$ cat src/rtl/imem_loader.sv
// Boot-time instruction memory loader.
// Frames a UART byte stream (sync, 16-bit word count, payload, XOR checksum),
// assembles little-endian 32-bit words and drives the instruction RAM write
// port. busy/done/error let the top level hold the core in reset until the
// program image is in place.
module imem_loader #(
  parameter int         word_size = 32,
  parameter int         ROM_SIZE  = 256,
  parameter int         BASE_WORD = 1,
  parameter logic [7:0] SYNC_BYTE = 8'hA5
) (
  input  logic                 i_clk,
  input  logic                 i_rst,
  input  logic                 i_start,
  input  logic [7:0]           i_rx_data,
  input  logic                 i_rx_valid,
  output logic                 o_rx_ready,
  output logic                 o_we,
  output logic [word_size-1:0] o_waddr,
  output logic [31:0]          o_wdata,
  output logic                 o_busy,
  output logic                 o_done,
  output logic                 o_error,
  output logic [15:0]          o_word_count
);

  typedef enum logic [3:0] {
    S_IDLE,
    S_SYNC,
    S_LEN_LO,
    S_LEN_HI,
    S_DATA,
    S_WRITE,
    S_CSUM,
    S_DONE,
    S_ERROR
  } state_e;

  state_e               state_q, state_d;
  logic                 rx_ready_q;
  logic                 accept;
  logic [15:0]          len_q;
  logic [15:0]          n_len;
  logic                 len_overflow;
  logic                 last_word;
  logic [1:0]           lane_q;
  logic [23:0]          word_q;
  logic [31:0]          wdata_q;
  logic [word_size-1:0] waddr_q;
  logic [15:0]          word_count_q;
  logic [7:0]           csum_q;

  // States in which the loader takes bytes from the receiver.
  function automatic logic is_rx_state(input state_e s);
    return (s == S_SYNC) || (s == S_LEN_LO) || (s == S_LEN_HI) ||
           (s == S_DATA) || (s == S_CSUM);
  endfunction

  assign accept       = i_rx_valid && rx_ready_q;
  // Full 16-bit count as it stands once the high byte is on the bus.
  assign n_len        = {i_rx_data, len_q[7:0]};
  // Compared in 32 bits so BASE_WORD + N can never wrap.
  assign len_overflow = ({16'd0, n_len} + 32'(BASE_WORD)) > 32'(ROM_SIZE);
  assign last_word    = (word_count_q + 16'd1) == len_q;

  // State register; ready is registered from the next state so it never
  // depends combinationally on i_rx_valid.
  // NOTE: sequential state uses non-blocking assignments so every flop
  // samples the pre-edge values regardless of statement order.
  always_ff @(posedge i_clk or posedge i_rst) begin
    if (i_rst) begin
      state_q    <= S_IDLE;
      rx_ready_q <= 1'b0;
    end else begin
      state_q    <= state_d;
      rx_ready_q <= is_rx_state(state_d);
    end
  end

  // Next-state logic for the frame parser.
  // NOTE: state_d gets a default before the case so no path leaves it
  // unassigned, which would otherwise infer a latch.
  always_comb begin
    state_d = state_q;
    unique case (state_q)
      S_IDLE, S_DONE, S_ERROR: begin
        if (i_start) state_d = S_SYNC;
      end
      S_SYNC: begin
        if (accept && (i_rx_data == SYNC_BYTE)) state_d = S_LEN_LO;
      end
      S_LEN_LO: begin
        if (accept) state_d = S_LEN_HI;
      end
      S_LEN_HI: begin
        if (accept) begin
          if (n_len == 16'd0)    state_d = S_CSUM;
          else if (len_overflow) state_d = S_ERROR;
          else                   state_d = S_DATA;
        end
      end
      S_DATA: begin
        if (accept && (lane_q == 2'd3)) state_d = S_WRITE;
      end
      S_WRITE: begin
        state_d = last_word ? S_CSUM : S_DATA;
      end
      S_CSUM: begin
        if (accept) state_d = (i_rx_data == csum_q) ? S_DONE : S_ERROR;
      end
      default: state_d = S_IDLE;
    endcase
  end

  // Output decode from the registered state.
  always_comb begin
    o_we    = (state_q == S_WRITE);
    o_busy  = !((state_q == S_IDLE) || (state_q == S_DONE) || (state_q == S_ERROR));
    o_done  = (state_q == S_DONE);
    o_error = (state_q == S_ERROR);
  end

  // Datapath: length capture, word assembly, checksum and write counter.
  // The write address/data registers load only on the 4th byte, so they stay
  // stable between write pulses.
  always_ff @(posedge i_clk or posedge i_rst) begin
    if (i_rst) begin
      len_q        <= '0;
      lane_q       <= '0;
      word_q       <= '0;
      wdata_q      <= '0;
      waddr_q      <= '0;
      word_count_q <= '0;
      csum_q       <= '0;
    end else begin
      unique case (state_q)
        S_IDLE, S_DONE, S_ERROR: begin
          if (i_start) begin
            word_count_q <= '0;
            csum_q       <= '0;
            lane_q       <= '0;
          end
        end
        S_LEN_LO: begin
          if (accept) len_q[7:0] <= i_rx_data;
        end
        S_LEN_HI: begin
          if (accept) len_q <= n_len;
        end
        S_DATA: begin
          if (accept) begin
            csum_q <= csum_q ^ i_rx_data;
            lane_q <= lane_q + 2'd1;
            unique case (lane_q)
              2'd0: word_q[7:0]   <= i_rx_data;
              2'd1: word_q[15:8]  <= i_rx_data;
              2'd2: word_q[23:16] <= i_rx_data;
              default: begin
                wdata_q <= {i_rx_data, word_q};
                waddr_q <= word_size'((32'(BASE_WORD) + 32'(word_count_q)) << 2);
              end
            endcase
          end
        end
        S_WRITE: begin
          word_count_q <= word_count_q + 16'd1;
        end
        default: ;
      endcase
    end
  end

  assign o_rx_ready   = rx_ready_q;
  assign o_waddr      = waddr_q;
  assign o_wdata      = wdata_q;
  assign o_word_count = word_count_q;

endmodule

$ cat config.mk
export PLATFORM = sky130hd
export DESIGN_NAME = imem_loader
export DESIGN_NICKNAME = d
export VERILOG_FILES = /design/src/rtl/imem_loader.sv
export SDC_FILE = /design/constraint.sdc
export NUM_CORES = 1
export LEC_CHECK = 0
export ABC_AREA = 1
export BUFFER_PORTS_ARGS = -buffer_cell sky130_fd_sc_hd__buf_2
export CORE_UTILIZATION = 30
export DETAILED_ROUTE_END_ITERATION = 10
export PLACE_DENSITY_LB_ADDON = 0.08
export SLEW_MARGIN = 10
export SYNTH_ARGS = -nofsm -noshare
export SYNTH_HDL_FRONTEND = slang
export SYNTH_SLANG_ARGS = --single-unit
$ cat constraint.sdc
create_clock -name i_clk -period 4.2 [get_ports i_clk]
set_input_delay 0.84 -clock i_clk [delete_from_list [all_inputs] [get_ports i_clk]]
set_output_delay 0.84 -clock i_clk [all_outputs]
set_load 0.05 [all_outputs]
==> summary.md, run 1 <==
| Metric | Value |
|---|---|
| Status | finished clean |
| Simple-gate share of the synthesized area | ~26% |
| Max stage delay on crit path | 480 ps |
| CP Data Arrival Time | 2090 ps |
| I/O pins | 97 |
| Sequential area share after synthesis | 52.8% |
| Clock tree sinks | 120 |
| Hold Vio Cnt, Final | 0 |
| DRT Wirelength | 15100 µm |
| DRC | 0 |
| Remaining global-route overflow | 0 |
| ANT nets after route | 0 |
| Worst Skew | slightly below 10 ps |
| Num CTS Buffers | 17 |
| Yosys warns | 0 |
| CTS tree | built |
| CP Data Required Time | 3360 ps |
| Layout Nets | 784 |
| CP max stage cell | nand2_1 |
| Area grow syn2layout | 20.6% |
| Global placement routability congestion | 0.854 |
| Crit-path cells | inv_1 > nand2_1 > nor2_1 > nand2_1 > inv_1 > buf_2 |
| First-pass GRT wire length | about 25000 µm |
| CTS root buffer | clkbuf_16 |
| Max rail drop VDD | 303 µV |
| Synth cell types | 34 |
| Post-synthesis compound-gate area fraction | 9.70% |
| Setup Buffers After CTS | 0 |
| Setup CP Type | reg2out |
| Largest net degree at the start of global routing | 58 |
| Die width | 140 µm |
| Drt via density | between 4 and 5 |
| Post-synthesis register bit count | 120 |
| Startpoint type of the worst setup path | register |
| Clk Latency, worst-skew pair | approximately 420 ps |
| Total core area | 18300 µm² |
| Initial drt markers | 272 |
| Largest family of logic cells by synthesized area | simple AND/OR/NAND/NOR gates |
| Clock buffer depth | 2 |
| CTS resizes | 0 |
| Leak Pwr | 3.52 nW |
| Worst Tran Pin Value | 871 ps |
| Mux cell area share after synthesis | 0% |
| Die area | between 15000 and 20000 µm² |
| Worst hold path type | reg2reg |
| Post-placement cell count | roughly 980 |
| Xor/xnor share of the synthesized area | 2.35% |
| GRT Overall Usage | 16.6% |
| MaxCap Viol Count | 0 |
| H-Tree Level Count | 4 |
| Rows | 49 |
| Final Max Tran Viols | 0 |
| RSZ-0062 raised after global routing | no |
| Worst-path clk slew | roughly 60 ps |
| Average cell area after synthesis | roughly 8.3 µm² |
| CP Max Fanout | 20 |
| Initial antenna violation count | 0 |
| CTS Hold Buffers Added | 0 |
| Detailed-route via count | 4678 |
| Starting Density | a little under a third |
| Final std cells w/o fill | slightly above 1000 |
| Gate Count Post-Synth | 685 |
| Routed len/inst | 15.0 µm |
| Syn Std Cell Area | 5690 µm² |
| Final Setup Violations | 0 |
| Max_slew headroom | 41.9% |
| Element type at the critical path end | output port |
| Die Ht | 140 µm |
| N_diodes | 0 |
| 1st-pass router iterations | 4 |
| Vias in the first global route | about 4700 |
| Hold_ws | 469 ps |
| Tmin final | 2930 ps |
| Final Util | 37.5% |
| Setup TNS | 0 ps |
| Share of cells above drive strength 1 | ~17% |
| Adder-cell share of the synthesized area | 1.32% |
| DP Wirelength | 10500 µm |
| Pwr dens | 518 nW/µm² |
| Fmax | 341 MHz |
| Fin crit share | 69.8% |
| # port buffers | 81 |
-- per-layer routing --
metal / vias up / global-route usage, % / wire length, µm
met5: - / 0 / 0
met4: 0 / 6.42 / 165
met3: 12 / 3.27 / 732
met2: 116 / 25.5 / 6810
met1: 2207 / 23.1 / 7380
li1: 2343 / - / -
-- state kept, by name (all words and copies together) (netlist names) --
register      count
csum_q            8
lane_q            2
len_q            16
o_rx_ready        1
o_waddr          17
o_wdata          32
o_word_count     16
state_q           4
word_q           24
-- kinds of logic (layout without fill, tap and decap cells) --
family | count (synthesis) | count (layout)
compound gates | 103 | 103
xor+xnor | 12 | 12
fa+ha+maj | 6 | 6
buf+inv | 97 | 176
flops | 120 | 120
other cells | 1 | 15
simple gates | 346 | 346
-- worst paths after layout --
kind	startpoint	end	slack, ps	cells past startpoint
max	state_q[3]$_DFF_PP0_	o_we	1270	6
min	word_q[6]$_DFFE_PP0P_	o_wdata[6]$_DFFE_PP0P_	470	2
max reg2reg	state_q[3]$_DFF_PP0_	o_rx_ready$_DFF_PP0_	1810	13
min reg2reg	word_q[6]$_DFFE_PP0P_	o_wdata[6]$_DFFE_PP0P_	470	2
max in group asynchronous	i_rst	o_waddr[13]$_DFFE_PP0P_	2790	3
min in group asynchronous	i_rst	word_q[11]$_DFFE_PP0P_	560	2
-- power breakdown --
part / switching (mW) / internal (mW)
registers: 0.109 / 1.28
logic: 0.450 / 0.186
clock network: 0.507 / 1.02
total: 1.07 / 2.49
-- per-stage QoR --
step	area, µm²	power [mW]	worst slack, ps
5_1_grt	6860	3.75	1110
3_3_place_gp	6250	2.05	1570
2_1_floorplan	5740	1.89	174
4_1_cts	6860	3.60	1220
6_report	6860	3.55	1270
3_5_place_dp	6250	2.05	1570
-- placed cells by master (no fill, tap or decap), types with 5 or more instances in the layout --
| cell | instances |
|---|---|
| nand2_1 | 246 |
| clkinv_2 | 5 |
| dfrtp_1 | 120 |
| nand2_2 | 5 |
| buf_2 | 81 |
| nand3b_1 | 5 |
| nor2_1 | 29 |
| nand4_1 | 11 |
| o22ai_1 | 19 |
| nor2_4 | 5 |
| inv_1 | 56 |
| ha_1 | 6 |
| conb_1 | 15 |
| nand3_1 | 34 |
| clkbuf_16 | 17 |
| xnor2_1 | 6 |
| o21ai_0 | 70 |
| o21ai_1 | 5 |
-- area by class of cell --
class / instances / area (µm²)
clock buffers: 22 / 464
clock inverters: 9 / 148
fillers: 1894 / 11400
inverters: 61 / 233
multi-input cells: 482 / 2280
flip-flops and latches: 120 / 3000
well taps: 229 / 287
repair buffers: 84 / 440
-- Yosys cell counts, drive strengths merged --
cell type | number | area share, %
conb | 1 | 0.066
dfrtp | 120 | 53
nor4 | 3 | 0.33
nor2 | 36 | 3.1
inv | 60 | 4.0
o31ai | 1 | 0.13
xor3 | 1 | 0.42
buf | 29 | 3.5
nand2 | 251 | 17
nand3b | 5 | 0.66
xnor2 | 6 | 0.92
clkbuf | 7 | 0.46
clkinv | 1 | 0.088
a21boi | 2 | 0.26
nand3 | 36 | 3.3
xnor3 | 1 | 0.40
a31oi | 1 | 0.11
o21ai | 76 | 6.8
a21oi | 4 | 0.35
xor2 | 4 | 0.62
nand4 | 11 | 1.2
o22ai | 19 | 2.1
ha | 6 | 1.3
nor3 | 4 | 0.35
-- worst max-delay path: cells and delay by family, from the launching register on --
kind | cells | cell delay [ps]
buffers and inverters | 3 | 610
DFF | 1 | 410
and+or+nand+nor | 3 | 660
Power figures use the tool's default switching activity.
==> run 2, diff against run 1 <==
==> constraint.sdc (replaced) <==
create_clock -name i_clk -period 2.95 [get_ports i_clk]
set_input_delay 0.59 -clock i_clk [delete_from_list [all_inputs] [get_ports i_clk]]
set_output_delay 0.59 -clock i_clk [all_outputs]
set_load 0.05 [all_outputs]
==> summary.md, run 2 (synthesis results as in run 1) <==
| Metric | Value |
|---|---|
| Status | finished clean (unchanged) |
| ANT nets after route | 0 (unchanged) |
| Share of cells above drive strength 1 | 17.5% (was 17.0%) |
| 1st-pass router iterations | 4 (unchanged) |
| Pwr dens | 751 nW/µm² (was 518 nW/µm²) |
| GRT Overall Usage | 17.2% (was 16.6%) |
| Worst-path clk slew | 60 ps (about the same) |
| Worst hold path type | in2async (was reg2reg) |
| Final Setup Violations | 0 (unchanged) |
| Layout Nets | 788 (was 784) |
| Setup CP Type | reg2out (unchanged) |
| Element type at the critical path end | output port (unchanged) |
| Routed len/inst | 15.1 µm (was 15.0 µm) |
| Fin crit share | 80.4% |
| Worst Tran Pin Value | 719 ps (was 871 ps) |
| Sequential share of power | 38.2% (was 39.2%) |
| DRT Wirelength | 15300 µm (was 15100 µm) |
| Area of the multi-input gates | 2280 µm² (unchanged) |
| Die width | 140 µm (unchanged) |
| DRC | 0 (unchanged) |
| Part of the power in the clock network | 44.1% (was 42.9%) |
| Detailed-route via count | 4746 (was 4678) |
| Initial antenna violation count | 0 (unchanged) |
| FF/Latch Area | 3000 µm² (unchanged) |
| Drt via density | 4.69 (was 4.65) |
| Clock buffer depth | 2 (unchanged) |
| Clk Latency, worst-skew pair | 420 ps (about the same) |
| Crit-path cells | inv_1 > nand2_1 > nor2_1 > nand2_1 > buf_4 > inv_1 > buf_2 (was inv_1 > nand2_1 > nor2_1 > nand2_1 > inv_1 > buf_2) |
| Commonest non-fill, non-tap cell in the layout | nand2_1 (unchanged) |
| Switching share of power | 30.2% (was 30.0%) |
| Hold Vio Cnt, Final | 0 (unchanged) |
| Net Switching | 1.57 mW (was 1.07 mW) |
| N_diodes | 0 (unchanged) |
| Tmin final | 2370 ps |
| RSZ-0062 raised after global routing | no (unchanged) |
| Initial drt markers | 257 (was 272) |
| CP max stage cell | dfrtp_1 (was nand2_1) |
| Area grow syn2layout | 21.8% (was 20.6%) |
| H-Tree Level Count | 4 (unchanged) |
| DP Wirelength | 10600 µm (was 10500 µm) |
| Combinational cell fraction of total power | 17.7% (was 17.9%) |
| Max stage delay on crit path | 410 ps (was 480 ps) |
| Total core area | 18300 µm² (unchanged) |
| Setup TNS | 0 ps (unchanged) |
| Rows | 49 (unchanged) |
| Num CTS Buffers | 17 (unchanged) |
| MaxCap Viol Count | 0 (unchanged) |
| Global placement routability congestion | 0.852 (was 0.854) |
| Setup Buffers After CTS | 0 (unchanged) |
| Fmax | 422 MHz |
| CTS tree | built (unchanged) |
| I/O pins | 97 (unchanged) |
| CTS root buffer | clkbuf_16 (unchanged) |
| FILL cells | 1897 (was 1894) |
| Max rail drop VDD | 452 µV (was 303 µV) |
| Pre-CTS setup slack | 732 ps (was 1570 ps) |
| Worst Skew | 7.17 ps (was 9.65 ps) |
| Max FFs per register | 32 (unchanged) |
| Starting Density | 31.1% (unchanged) |
| Tot Pwr | 5.20 mW (was 3.55 mW) |
| CP Data Arrival Time | 1780 ps (was 2090 ps) |
| Final worst-path setup slack | 579 ps (was 1270 ps) |
| Vias in the first global route | 4825 (was 4677) |
| Final Max Tran Viols | 0 (unchanged) |
| CTS resizes | 0 (unchanged) |
| Startpoint type of the worst setup path | register (unchanged) |
| CP Max Fanout | 20 (unchanged) |
| Most frequent cells in the layout | 246 x nand2_1, 120 x dfrtp_1, 81 x buf_2 (unchanged) |
| Die Ht | 140 µm (unchanged) |
| Leak Pwr | 3.54 nW (was 3.52 nW) |
| P_int | 3.63 mW (was 2.49 mW) |
| Remaining global-route overflow | 0 (unchanged) |
| CP Data Required Time | 2360 ps (was 3360 ps) |
| First-pass GRT wire length | 25800 µm (was 25100 µm) |
| # port buffers | 81 (unchanged) |
| Largest net degree at the start of global routing | 75 (was 58) |
| Die area | 19500 µm² (unchanged) |
| CTS Hold Buffers Added | 0 (unchanged) |
| Clock tree sinks | 120 (unchanged) |
| Max_slew headroom | 52.1% (was 41.9%) |
[run 2: power by group through the flow]
stage	Clock [mW]	Combinational, mW	Sequential, mW
after floorplan	0	0.660	2.04
after global placement	0	0.930	2.01
after detailed placement	0	0.936	2.01
after CTS	2.35	0.938	1.99
after global routing	2.43	1.06	2.01
final	2.29	0.923	1.99
[run 2: path summary, 6_finish.rpt]
kind                                             start                      endpoint  slack [ps]  cells after the start
hold reg to reg                 word_q[17]$_DFFE_PP0P_       o_wdata[17]$_DFFE_PP0P_         470                      2
min in group i_clk              word_q[17]$_DFFE_PP0P_       o_wdata[17]$_DFFE_PP0P_         470                      2
setup reg to reg           o_word_count[0]$_DFFE_PP0P_          o_rx_ready$_DFF_PP0_         850                     14
max in group asynchronous                        i_rst        word_q[22]$_DFFE_PP0P_        1940                      3
setup / recovery                  state_q[3]$_DFF_PP0_                          o_we         580                      7
hold / removal                                   i_rst  o_word_count[13]$_DFFE_PP0P_         250                      2
[run 2: cell type report]
type	count	area share (%)
Clock inverter	11	2.84
Clock buffer	21	6.50
Sequential cell	120	43.4
Inverter	61	3.38
Multi-Input combinational cell	482	33.0
Tap cell	229	4.14
Timing Repair Buffer	88	6.79
[run 2: routing by layer]
layer / up-vias / routed length, µm / GRT usage, % / part of all wire [%]
li1: 2351 / - / - / -
met4: 0 / 308 / 6.88 / 2.0
met1: 2271 / 7250 / 23.3 / 47
met2: 103 / 6940 / 26.4 / 45
met5: - / 0 / 0 / 0
met3: 21 / 775 / 3.92 / 5.1
[run 2: worst max-delay path, delay by kind of cell (launching register included)]
family / cells / cell delay, ps
DFF: 1 / 410
and+or+nand+nor: 3 / 250
buffers and inverters: 4 / 700
[run 2: stage by stage]
stage,instances,utilization [%],hold slack [ps],area [µm²]
after global placement,980,34.4,452,6280
after CTS,1012,37.9,257,6930
after floorplan,699,-,442,5740
final,1012,37.9,251,6930
after global routing,1012,37.9,289,6930
after detailed placement,980,34.4,458,6280
